===== src/rtl/core_sequencer.sv =====
// Run-control sequencer: loads an image into data memory, runs the core
// with a cycle budget, then streams the result region back out.
module core_sequencer #(
    parameter int LOAD_LEN   = 64,
    parameter int RES_BASE   = 64,
    parameter int RES_LEN    = 32,
    parameter int MAX_CYCLES = 4096
) (
    input  logic        clk,
    input  logic        reset,
    input  logic        start,
    input  logic        ld_valid,
    input  logic [7:0]  ld_data,
    output logic        ld_ready,
    output logic        rd_valid,
    output logic [7:0]  rd_data,
    input  logic        rd_ready,
    output logic        core_reset,
    input  logic        core_done,
    output logic        mem_sel,
    output logic        dm_wen,
    output logic [7:0]  dm_addr,
    output logic [7:0]  dm_wdat,
    input  logic [7:0]  dm_rdat,
    output logic        busy,
    output logic        timeout,
    output logic [15:0] cycle_count
);

    typedef enum logic [2:0] {
        S_IDLE,
        S_LOAD,
        S_RUN,
        S_DRAIN,
        S_DONE,
        S_ERR
    } state_t;

    localparam logic [7:0]  LOAD_LAST = 8'(LOAD_LEN - 1);
    localparam logic [7:0]  RES_LAST  = 8'(RES_LEN - 1);
    localparam logic [7:0]  RES_BASE8 = 8'(RES_BASE);
    localparam logic [15:0] CYC_LAST  = 16'(MAX_CYCLES - 1);

    state_t      state_q, state_d;
    logic [7:0]  idx_q, idx_d;
    logic [15:0] cyc_q, cyc_d;

    always_ff @(posedge clk) begin
        if (!reset) begin
            state_q <= S_IDLE;
            idx_q   <= 8'd0;
            cyc_q   <= 16'd0;
        end else begin
            state_q <= state_d;
            idx_q   <= idx_d;
            cyc_q   <= cyc_d;
        end
    end

    always_comb begin
        state_d    = state_q;
        idx_d      = idx_q;
        cyc_d      = cyc_q;
        core_reset = 1'b1;
        mem_sel    = 1'b1;
        ld_ready   = 1'b0;
        rd_valid   = 1'b0;
        rd_data    = 8'd0;
        dm_wen     = 1'b0;
        dm_addr    = 8'd0;
        dm_wdat    = 8'd0;
        unique case (state_q)
            S_IDLE, S_DONE, S_ERR: begin
                if (start) begin
                    state_d = S_LOAD;
                    idx_d   = 8'd0;
                    cyc_d   = 16'd0;
                end
            end
            S_LOAD: begin
                ld_ready = 1'b1;
                dm_addr  = idx_q;
                dm_wdat  = ld_data;
                dm_wen   = ld_valid;
                if (ld_valid) begin
                    idx_d = idx_q + 8'd1;
                    if (idx_q == LOAD_LAST) begin
                        state_d = S_RUN;
                        idx_d   = 8'd0;
                    end
                end
            end
            S_RUN: begin
                core_reset = 1'b0;
                mem_sel    = 1'b0;
                if (core_done) begin
                    state_d = S_DRAIN;
                end else begin
                    cyc_d = cyc_q + 16'd1;
                    if (cyc_q == CYC_LAST) begin
                        state_d = S_ERR;
                    end
                end
            end
            S_DRAIN: begin
                // Read address is held by idx, so a stalled byte stays put.
                dm_addr  = RES_BASE8 + idx_q;
                rd_valid = 1'b1;
                rd_data  = dm_rdat;
                if (rd_ready) begin
                    idx_d = idx_q + 8'd1;
                    if (idx_q == RES_LAST) begin
                        state_d = S_DONE;
                        idx_d   = 8'd0;
                    end
                end
            end
            default: begin
                state_d = S_IDLE;
            end
        endcase
    end

    assign busy        = (state_q == S_LOAD) ||
                         (state_q == S_RUN)  ||
                         (state_q == S_DRAIN);
    assign timeout     = (state_q == S_ERR);
    assign cycle_count = cyc_q;

endmodule


===== config.mk =====
export PLATFORM = sky130hd
export DESIGN_NAME = core_sequencer
export DESIGN_NICKNAME = d
export VERILOG_FILES = /design/src/rtl/core_sequencer.sv
export SDC_FILE = /design/constraint.sdc
export NUM_CORES = 1
export LEC_CHECK = 0
export CORE_MARGIN = 10
export CORE_UTILIZATION = 47
export CTS_CLUSTER_SIZE = 28
export DETAILED_ROUTE_END_ITERATION = 12
export HOLD_SLACK_MARGIN = 0.03
export PLACE_DENSITY = 0.86
export SLEW_MARGIN = 20
export SYNTH_ARGS = -nofsm -noshare
export SYNTH_HDL_FRONTEND = slang
export SYNTH_SLANG_ARGS = --single-unit

===== constraint.sdc =====
create_clock -name clk -period 4.2 [get_ports clk]
set_input_delay 1.26 -clock clk [delete_from_list [all_inputs] [get_ports clk]]
set_output_delay 1.26 -clock clk [all_outputs]
set_load 0.03 [all_outputs]

==> summary.md, run 1 <==
| Metric | Value |
|---|---|
| Outcome | `completed` |
| EDFF count, synth | `0` |
| Grt total ovfl | `0` |
| Full die area | `0.00650 sq mm` |
| Synth Instances | `about 200` |
| Achievable Freq | `0.263 GHz` |
| CP Class | `in -> out` |
| Gp weighted congestion | `0.774` |
| Syn-to-layout area delta | `41.6%` |
| Slew HR | `0.673` |
| CTS H-tree depth | `1` |
| Switch share | `0.270` |
| Post-route minimum period | `3.80 ns` |
| Top FF cell, synth | `dfxtp_1` |
| Final Hold Violating Endpoints | `0` |
| Multi-input gate area in the final layout | `0.00107 sq mm` |
| Vias per std cell | `5.22` |
| NumNets Final | `between 200 and 300` |
| Initial DRC count | `101` |
| DRT antenna net count | `0` |
| Final worst-path cycle share | `0.905` |
| Layout cells sized above 1 | `0.0714` |
| Critical Path Source Type | `input port` |
| Ports | `69` |
| Yosys warning total | `0` |
| GRT Total Usage | `0.136` |
| Cts bufs inserted | `3` |
| Post-cts repair resize count | `0` |
| #FFs+latches synth | `27` |
| Setup_tns | `0 ns` |
| Clock Skew | `~0.0042 ns` |
| Routed length per placed instance | `around 15 um` |
| Post-synthesis sequential area ratio | `0.313` |
| Post-DP HPWL | `about 3500 um` |
| Router iterations before antenna repair | `4` |
| Clk pwr share | `0.287` |
| Commonest non-fill, non-tap cell in the layout | `clkdlybuf4s50_1` |
| Setup-failing EPs final | `0` |
| Worst-Margin Slew | `roughly 0.48 ns` |
| Crit path max fanout | `1` |
| Via count | `between 1500 and 2000` |
| Root Driver | `clkbuf_8` |
| CP Capture Type | `output pin` |
| TritonCTS clock tree | `done` |
| Pin count of the biggest net entering global routing | `24` |
| Die Y | `slightly above 80 um` |
| DRC violations left | `0` |
| First-pass GRT wire length | `slightly above 7000 um` |
| Area leader, netlist | `dfxtp_1` |
| Row cnt | `21` |
| Max VDD drop | `between 0.1 and 0.15 mV` |
| Number of diodes | `0` |
| Syn_nets | `between 200 and 250` |
| Largest cells by area after synthesis | `dfxtp_1 31%, xor2_1 8.6%, and2_1 6.9%` |
| FF+latch area | `about 540 sq um` |
| Hold Crit Class | `reg -> reg` |
| Initial antenna violation count | `0` |
| Clk buf depth | `2` |
| Int Pwr | `~380 uW` |
| Share of total power in combinational logic | `0.197` |
| PD cells | `approximately 210 mW/mm^2` |
| Core Area | `between 0.003 and 0.004 sq mm` |
| Post-synth cell types | `44` |
| Slew Viols, Final | `0` |
| Die W | `between 80 and 90 um` |
| Avg Inst Size Synth | `between 8 and 9 sq um` |
| Most frequent cells in the layout | `68 x clkdlybuf4s50_1, 29 x nor2_1, 27 x dfxtp_1` |
| P_sw | `139 uW` |
| Clk sinks | `27` |
| Clk pin slew, worst setup/hold paths | `roughly 0.090 ns` |
| Post-CTS setup repair buffer count | `0` |
| Starting Density | `0.502` |
| Cell area after synthesis | `0.00173 sq mm` |
| Register share of total power | `0.516` |
| RSZ-0062 raised after global routing | `no` |
| Pwr Total | `514 uW` |
| Vias in the first global route | `1478` |
| Async SR Flop Fraction | `0` |
| Max-cap violations | `0` |
| Fillers | `around 280` |
| Cts hold-fix bufs | `0` |
| Leakage | `about 0.0009 uW` |
| Clock latency at the later pin of the worst-skew pair | `0.27 ns` |
| Yosys top cell area share | `0.313` |
| Data required, critical path | `between 2 and 3 ns` |
| Crit path DAT | `between 2 and 3 ns` |
| IO Port Bufs | `about 70` |
| Routed WL | `around 4500 um` |
## cell type report
cell class,count,share of cell area
multi-input combinational,157,0.439
clock buffer,4,0.0184
timing repair buffer,71,0.288
tap,46,0.0235
inverter,7,0.0107
sequential,27,0.221
## worst paths after layout
check                       from               to  slack, ns  cells past startpoint
setup / recovery      dm_rdat[7]       rd_data[7]       0.40                      3
hold / removal    cycle_count[1]   cycle_count[1]       0.50                      2
setup reg to reg      state_q[1]  cycle_count[10]       2.04                      6
hold reg to reg   cycle_count[1]   cycle_count[1]       0.50                      2
## synthesized netlist by cell type (2+ instances only)
master / instances
a21boi_1: 2
a21oi_1: 5
and2_1: 19
and3_1: 11
and4_1: 2
buf_2: 2
buf_4: 2
buf_6: 3
clkbuf_1: 4
dfxtp_1: 27
ha_1: 3
inv_1: 7
mux2i_1: 3
nand2_1: 6
nand2b_1: 3
nand3_1: 5
nand4_1: 5
nor2_1: 29
nor3_1: 2
nor4_1: 3
o2111ai_1: 6
o211ai_1: 6
o21ai_0: 5
o21ai_2: 2
or3b_4: 2
xnor2_1: 5
xor2_1: 17
## state kept, by name (all words and copies together), names as in the netlist
name / cells
cycle_count: 16
state_q: 3
idx_q: 8
## per-layer routing
metal,track usage,part of all wire
met5,0,0
met4,0.0475,0.011
met2,0.205,0.41
met1,0.174,0.47
met3,0.0457,0.11
## stage by stage
stage / cells / hold slack [ns] / area (sq um) / utilization / setup WS, ns
finish: 312 / 0.505 / 2440 / 0.710 / 0.400
global route: 312 / 0.540 / 2440 / 0.710 / 0.367
CTS: 312 / 0.506 / 2440 / 0.710 / 0.386
detailed placement: 308 / 0.491 / 2400 / 0.697 / 0.391
global placement: 308 / 0.473 / 2400 / 0.697 / 0.398
floorplan: 203 / 0.501 / 1730 / - / 1.37
## power groups by stage
stage	clock network (uW)	registers [uW]	logic, uW
floorplan	0	270	61.9
global placement	0	271	101
detailed placement	0	271	101
CTS	151	265	102
global route	161	266	110
finish	148	265	101
## logic make-up after synthesis
family | Yosys count | synth area share
compound gates | 32 | 0.139
buf+inv | 19 | 0.0659
xor+xnor | 22 | 0.112
flops | 27 | 0.313
simple gates | 95 | 0.312
mux | 5 | 0.0370
fa+ha+maj | 3 | 0.0217
## worst max-delay path: stages
cell and delay (ns):
clkdlybuf4s50_1 0.46, and3_1 0.15, clkdlybuf4s50_1 0.67
Power figures use the tool's default switching activity.
==> run 2: changes to the inputs <==
--- a/config.mk
+++ b/config.mk
@@ -5,12 +5,15 @@
 export SDC_FILE = /design/constraint.sdc
 export NUM_CORES = 1
 export LEC_CHECK = 0
+export CELL_PAD_IN_SITES_DETAIL_PLACEMENT = 0
+export CELL_PAD_IN_SITES_GLOBAL_PLACEMENT = 1
 export CORE_MARGIN = 10
-export CORE_UTILIZATION = 47
+export CORE_UTILIZATION = 33
 export CTS_CLUSTER_SIZE = 28
 export DETAILED_ROUTE_END_ITERATION = 12
+export GPL_TIMING_DRIVEN = 0
 export HOLD_SLACK_MARGIN = 0.03
-export PLACE_DENSITY = 0.86
+export PLACE_DENSITY_LB_ADDON = 0.1
 export SLEW_MARGIN = 20
 export SYNTH_ARGS = -nofsm -noshare
 export SYNTH_HDL_FRONTEND = slang
==> run 2 against run 1 <==
Against the previous run:
- flip-flop and latch count stayed put
- global-route usage is 2.1 points lower
- core utilization is 21 points lower
- fmax is 0.48% lower
- final cell count rose by 11%
- clock power barely moved
- critical path depth unchanged
- clock skew is essentially flat
- power increased by 2.3%
- combinational power increased by 11%
- critical endpoint is now dm_wen
- largest cell class unchanged
==> summary.md, run 2 (synthesis results as in run 1) <==
| Metric | Value |
|---|---|
| Outcome | `completed` |
| R2R Path Start | `state_q[2]` |
| Router iterations before antenna repair | `4 (unchanged)` |
| Max-cap violations | `0 (unchanged)` |
| Multi-input gate area in the final layout | `0.00107 sq mm (unchanged)` |
| CP Capture Type | `output pin` |
| Hold Crit Class | `reg -> reg` |
| Cts hold-fix bufs | `0 (unchanged)` |
| CP Depth | `3 (unchanged)` |
| Achievable Freq | `0.262 GHz (-0.48%)` |
| Reg2reg path depth | `5 (-1)` |
| Clk pin slew, worst setup/hold paths | `0.10 ns (about the same)` |
| CP most frequent cell | `clkdlybuf4s50_1` |
| Routed length per placed instance | `14.3 um (-2.0%)` |
| Full die area | `0.00853 sq mm (+31%)` |
| RSZ-0062 raised after global routing | `no` |
| PD cells | `207 mW/mm^2 (-1.5%)` |
| Post-DP HPWL | `3880 um (+10%)` |
| Setup_tns | `0 ns (unchanged)` |
| Internal reg-to-reg setup slack | `2.36 ns (+0.32 ns)` |
| Cts bufs inserted | `3 (unchanged)` |
| Root Driver | `clkbuf_8` |
| Layout cells sized above 1 | `0.0873 (+0.0158)` |
| Clk sinks | `27 (unchanged)` |
| Crit-path leading delay family | `buffers and inverters` |
| GRT Total Usage | `0.115 (-0.0208)` |
| Crit path DAT | `2.56 ns (+0.02 ns)` |
| Worst hold start | `cycle_count[1]` |
| Grt total ovfl | `0 (unchanged)` |
| Slew Viols, Final | `0 (unchanged)` |
| Clock latency at the later pin of the worst-skew pair | `0.27 ns (about the same)` |
| Pin count of the biggest net entering global routing | `15 (-38%)` |
| Commonest non-fill, non-tap cell in the layout | `clkdlybuf4s50_1` |
| Slew HR | `0.671 (-0.00226)` |
| Pwr Total | `526 uW (+2.3%)` |
| Worst-Margin Slew | `0.490 ns (+0.00595 ns)` |
| Die W | `92.3 um (+15%)` |
| NumNets Final | `301 (+3.1%)` |
| Row cnt | `26 (+24%)` |
| Critical path buffers and inverters | `2 (unchanged)` |
| Starting Density | `0.340 (-0.161)` |
| TritonCTS clock tree | `done` |
| Number of diodes | `0 (unchanged)` |
| Clk buf depth | `2 (unchanged)` |
| Initial antenna violation count | `0 (unchanged)` |
| CP Cell Sequence | `clkdlybuf4s50_1 > and2_1 > clkdlybuf4s50_1` |
| Fillers | `513 (+85%)` |
| Ports | `69 (unchanged)` |
| Vias per std cell | `4.87 (-6.8%)` |
| Syn-to-layout area delta | `47.1%` |
| IO Port Bufs | `68 (unchanged)` |
| Most frequent cells in the layout | `68 x clkdlybuf4s50_1, 29 x nor2_1, 27 x dfxtp_1` |
| Initial DRC count | `32 (-68%)` |
| Worst R2R End | `cycle_count[10]` |
| Hold Path Sink | `cycle_count[1]` |
| Hold path cells | `2 (unchanged)` |
| Routed WL | `4930 um (+8.4%)` |
| Post-route minimum period | `3.82 ns (+0.0185 ns)` |
| Critical Path Source Type | `input port` |
| CTS H-tree depth | `1 (unchanged)` |
| Max reg flops | `16 (unchanged)` |
| Data required, critical path | `2.94 ns (about the same)` |
| Post-cts repair resize count | `0 (unchanged)` |
| CP max stage cell | `clkdlybuf4s50_1` |
| Crit path max fanout | `3 (+2)` |
| Crit-path max cell delay | `0.66 ns (about the same)` |
| Final core utilization | `0.500 (-0.210)` |
| DRT antenna net count | `0 (unchanged)` |
| First-pass GRT wire length | `8210 um (+14%)` |
| Clock Skew | `0.00464 ns (+0.000467 ns)` |
| Final Hold Violating Endpoints | `0 (unchanged)` |
| Post-CTS setup repair buffer count | `0 (unchanged)` |
| Vias in the first global route | `1636 (+11%)` |
| Via count | `1680 (+3.1%)` |
| Max VDD drop | `0.123 mV (-2.2%)` |
| Final worst-path cycle share | `0.909 (+0.00441)` |
| Gp weighted congestion | `0.792 (+2.3%)` |
| Leakage | `0.000931 uW (+3.7%)` |
| CP Class | `in -> out` |
| Core Area | `0.00507 sq mm (+47%)` |
| Setup-failing EPs final | `0 (unchanged)` |
| DRC violations left | `0 (unchanged)` |
| Die Y | `92.3 um (+15%)` |
| FF+latch area | `541 sq um (unchanged)` |
run 2: cell count changes in the layout (fill, tap and decap cells not counted):
cell / before / now
buf_2: 0 / 2
clkbuf_8: 3 / 4
buf_4: 3 / 2
clkbuf_1: 1 / 5
buf_6: 0 / 3
run 2: where the power goes:
group | switching, uW | leakage [uW] | total, uW | internal (uW)
Clock | 83.4 | 0.0000228 | 151 | 68.1
Combinational | 58.8 | 0.000690 | 112 | 52.8
Sequential | 3.77 | 0.000218 | 263 | 259
Total | 146 | 0.000931 | 526 | 380
run 2: stage by stage:
| step | setup WS (ns) | hold WS (ns) | cells | area (sq um) |
|---|---|---|---|---|
| 3_5_place_dp | 0.380 | 0.488 | 341 | 2490 |
| 2_1_floorplan | 1.37 | 0.501 | 203 | 1730 |
| 3_3_place_gp | 0.374 | 0.496 | 341 | 2490 |
| 5_1_grt | 0.305 | 0.557 | 345 | 2540 |
| 4_1_cts | 0.374 | 0.506 | 345 | 2540 |
| 6_report | 0.381 | 0.513 | 345 | 2540 |
run 2: worst max-delay path by stage:
stage	start	end	slack (ns)
floorplan	dm_rdat[0]	rd_data[0]	1.37
global placement	ld_valid	dm_wen	0.37
detailed placement	ld_valid	dm_wen	0.38
CTS	ld_valid	dm_wen	0.37
global route	ld_valid	dm_wen	0.30
finish	ld_valid	dm_wen	0.38
run 2: worst register-to-register path: stages (launching register included):
cell,delay [ns]
dfxtp_1,0.40
or3b_4,0.44
a21oi_4,0.24
o21ai_2,0.12
nor3_2,0.20
mux2_2,0.34
run 2: layout make-up:
type                       instances  area share
buffer                            12      0.0345
clock buffer                       4      0.0177
inverter                           7      0.0103
multi-input combinational        157       0.422
sequential                        27       0.213
tap                               70      0.0345
timing repair buffer              68       0.268
run 2: layer usage:
metal | global-route usage | share of wire
met1 | 0.146 | 0.50
met2 | 0.178 | 0.41
met5 | 0 | 0
met4 | 0.0347 | 0.0099
met3 | 0.0395 | 0.076
==> run 3: changes to the inputs <==
--- a/config.mk
+++ b/config.mk
@@ -13,6 +13,7 @@
 export DETAILED_ROUTE_END_ITERATION = 12
 export GPL_TIMING_DRIVEN = 0
 export HOLD_SLACK_MARGIN = 0.03
+export MAX_ROUTING_LAYER = met4
 export PLACE_DENSITY_LB_ADDON = 0.1
 export SLEW_MARGIN = 20
 export SYNTH_ARGS = -nofsm -noshare
==> run 3 against run 2 <==
Against the previous run:
- core utilization unchanged
- critical endpoint unchanged
- power decreased by 0.17%
- sequential power barely moved
- largest cell class unchanged
- cell area unchanged
- die area stayed put
==> summary.md, run 3 (synthesis results as in run 1) <==
| Metric | Value |
|---|---|
| Die Y | `92.3 um (unchanged)` |
| Final cell count without fillers | `345 (unchanged)` |
| Root Driver | `clkbuf_8` |
| Slew HR | `0.667 (-0.00362)` |
| Hold slack | `0.512 ns (-0.00133 ns)` |
| Crit-path max cell delay | `0.66 ns (about the same)` |
| Crit-path leading delay family | `buffers and inverters` |
| DRT antenna net count | `0 (unchanged)` |
| Post-DP HPWL | `3880 um (unchanged)` |
| CP max stage cell | `clkdlybuf4s50_1` |
| Achievable Freq | `0.262 GHz (unchanged)` |
| Critical path buffers and inverters | `2 (unchanged)` |
| Via count | `1671 (-0.54%)` |
| Max reg flops | `16 (unchanged)` |
| Initial antenna violation count | `0 (unchanged)` |
| GRT Total Usage | `0.118 (+0.00330)` |
| Post-cts repair resize count | `0 (unchanged)` |
| Core Area | `0.00507 sq mm (unchanged)` |
| Clk buf depth | `2 (unchanged)` |
| Row cnt | `26 (unchanged)` |
| Setup-failing EPs final | `0 (unchanged)` |
| FF+latch area | `541 sq um (unchanged)` |
| CP Capture Type | `output pin` |
| Post-route minimum period | `3.82 ns (+0.00000400 ns)` |
| Crit path DAT | `2.56 ns (about the same)` |
| Slew Viols, Final | `0 (unchanged)` |
| Max VDD drop | `0.122 mV (-0.57%)` |
| Starting Density | `0.340 (unchanged)` |
| Clock latency at the later pin of the worst-skew pair | `0.27 ns (about the same)` |
| Final core utilization | `0.500 (unchanged)` |
| Layout cells sized above 1 | `0.0873 (unchanged)` |
| Hold Crit Class | `reg -> reg` |
| Routed length per placed instance | `14.3 um (about the same)` |
| Vias per std cell | `4.84 (-0.54%)` |
| Cts hold-fix bufs | `0 (unchanged)` |
| Router iterations before antenna repair | `4 (unchanged)` |
| Vias in the first global route | `1636 (unchanged)` |
| IO Port Bufs | `68 (unchanged)` |
| Crit path max fanout | `3 (unchanged)` |
| Commonest non-fill, non-tap cell in the layout | `clkdlybuf4s50_1` |
| Routed WL | `4930 um (about the same)` |
| Ports | `69 (unchanged)` |
| Final Hold Violating Endpoints | `0 (unchanged)` |
| Grt total ovfl | `0 (unchanged)` |
| Pin count of the biggest net entering global routing | `15 (unchanged)` |
| Outcome | `completed` |
| Initial DRC count | `35 (+9.4%)` |
| Setup_tns | `0 ns (unchanged)` |
| Gp weighted congestion | `0.803 (+1.4%)` |
| CP Cell Sequence | `clkdlybuf4s50_1 > and2_1 > clkdlybuf4s50_1` |
| Clk pin slew, worst setup/hold paths | `0.10 ns (about the same)` |
| Cts bufs inserted | `3 (unchanged)` |
| First-pass GRT wire length | `8210 um (unchanged)` |
| Most frequent cells in the layout | `68 x clkdlybuf4s50_1, 29 x nor2_1, 27 x dfxtp_1` |
| Clk sinks | `27 (unchanged)` |
| Data required, critical path | `2.94 ns (about the same)` |
| Die W | `92.3 um (unchanged)` |
| DRC violations left | `0 (unchanged)` |
| Final worst-path cycle share | `0.909 (about the same)` |
| CP Class | `in -> out` |
| NumNets Final | `301 (unchanged)` |
| Leakage | `0.000931 uW (unchanged)` |
| Worst-Margin Slew | `0.495 ns (+0.00538 ns)` |
| TritonCTS clock tree | `done` |
| PD cells | `207 mW/mm^2 (-0.17%)` |
| Full die area | `0.00853 sq mm (unchanged)` |
| CP most frequent cell | `clkdlybuf4s50_1` |
| Critical Path Source Type | `input port` |
| RSZ-0062 raised after global routing | `no` |
| Multi-input gate area in the final layout | `0.00107 sq mm (unchanged)` |
| Number of diodes | `0 (unchanged)` |
| Clock Skew | `0.00371 ns (-0.000939 ns)` |
| Fillers | `513 (unchanged)` |
| Post-CTS setup repair buffer count | `0 (unchanged)` |
| Dpl cells | `341 (unchanged)` |
| CTS H-tree depth | `1 (unchanged)` |
| Syn-to-layout area delta | `47.1% (unchanged)` |
| Max-cap violations | `0 (unchanged)` |
==> run 3: cell counts in the layout (fill, tap and decap cells not counted) <==
Identical to the previous run, type by type.
==> run 3: cell type report <==
cell class / instances / share of cell area
buffer: 12 / 0.0345
tap: 70 / 0.0345
sequential: 27 / 0.213
inverter: 7 / 0.0103
clock buffer: 4 / 0.0177
timing repair buffer: 68 / 0.268
multi-input combinational: 157 / 0.422
==> run 3: path summary, 6_finish.rpt <==
kind | from | end | slack (ns) | depth (start not counted)
max reg2reg | state_q[2] | cycle_count[10] | 2.36 | 5
min | cycle_count[1] | cycle_count[1] | 0.51 | 2
max | ld_valid | dm_wen | 0.38 | 3
min reg2reg | cycle_count[1] | cycle_count[1] | 0.51 | 2
==> run 3: power by group <==
group | internal, uW | switching (uW)
Sequential | 259 | 3.77
Clock | 68.0 | 82.8
Combinational | 52.8 | 58.5
==> run 3: layer usage <==
metal	track usage	wire, um	up-vias
li1	-	-	855
met1	0.151	2570	753
met2	0.179	2030	59
met3	0.0299	276	4
met4	0.0347	49	0
met5	-	0	-
==> run 3: metrics by stage <==
step	power [uW]	cell area [sq um]	worst slack, ns
2_1_floorplan	332	1730	1.37
3_3_place_gp	381	2490	0.374
3_5_place_dp	382	2490	0.380
4_1_cts	530	2540	0.374
5_1_grt	551	2540	0.305
6_report	525	2540	0.381
==> run 3: worst min-delay path, delay by kind of cell, from the launching register on <==
family          cells  cell delay (ns)
compound gates      1             0.05
flops               1             0.35
simple gates        1             0.07
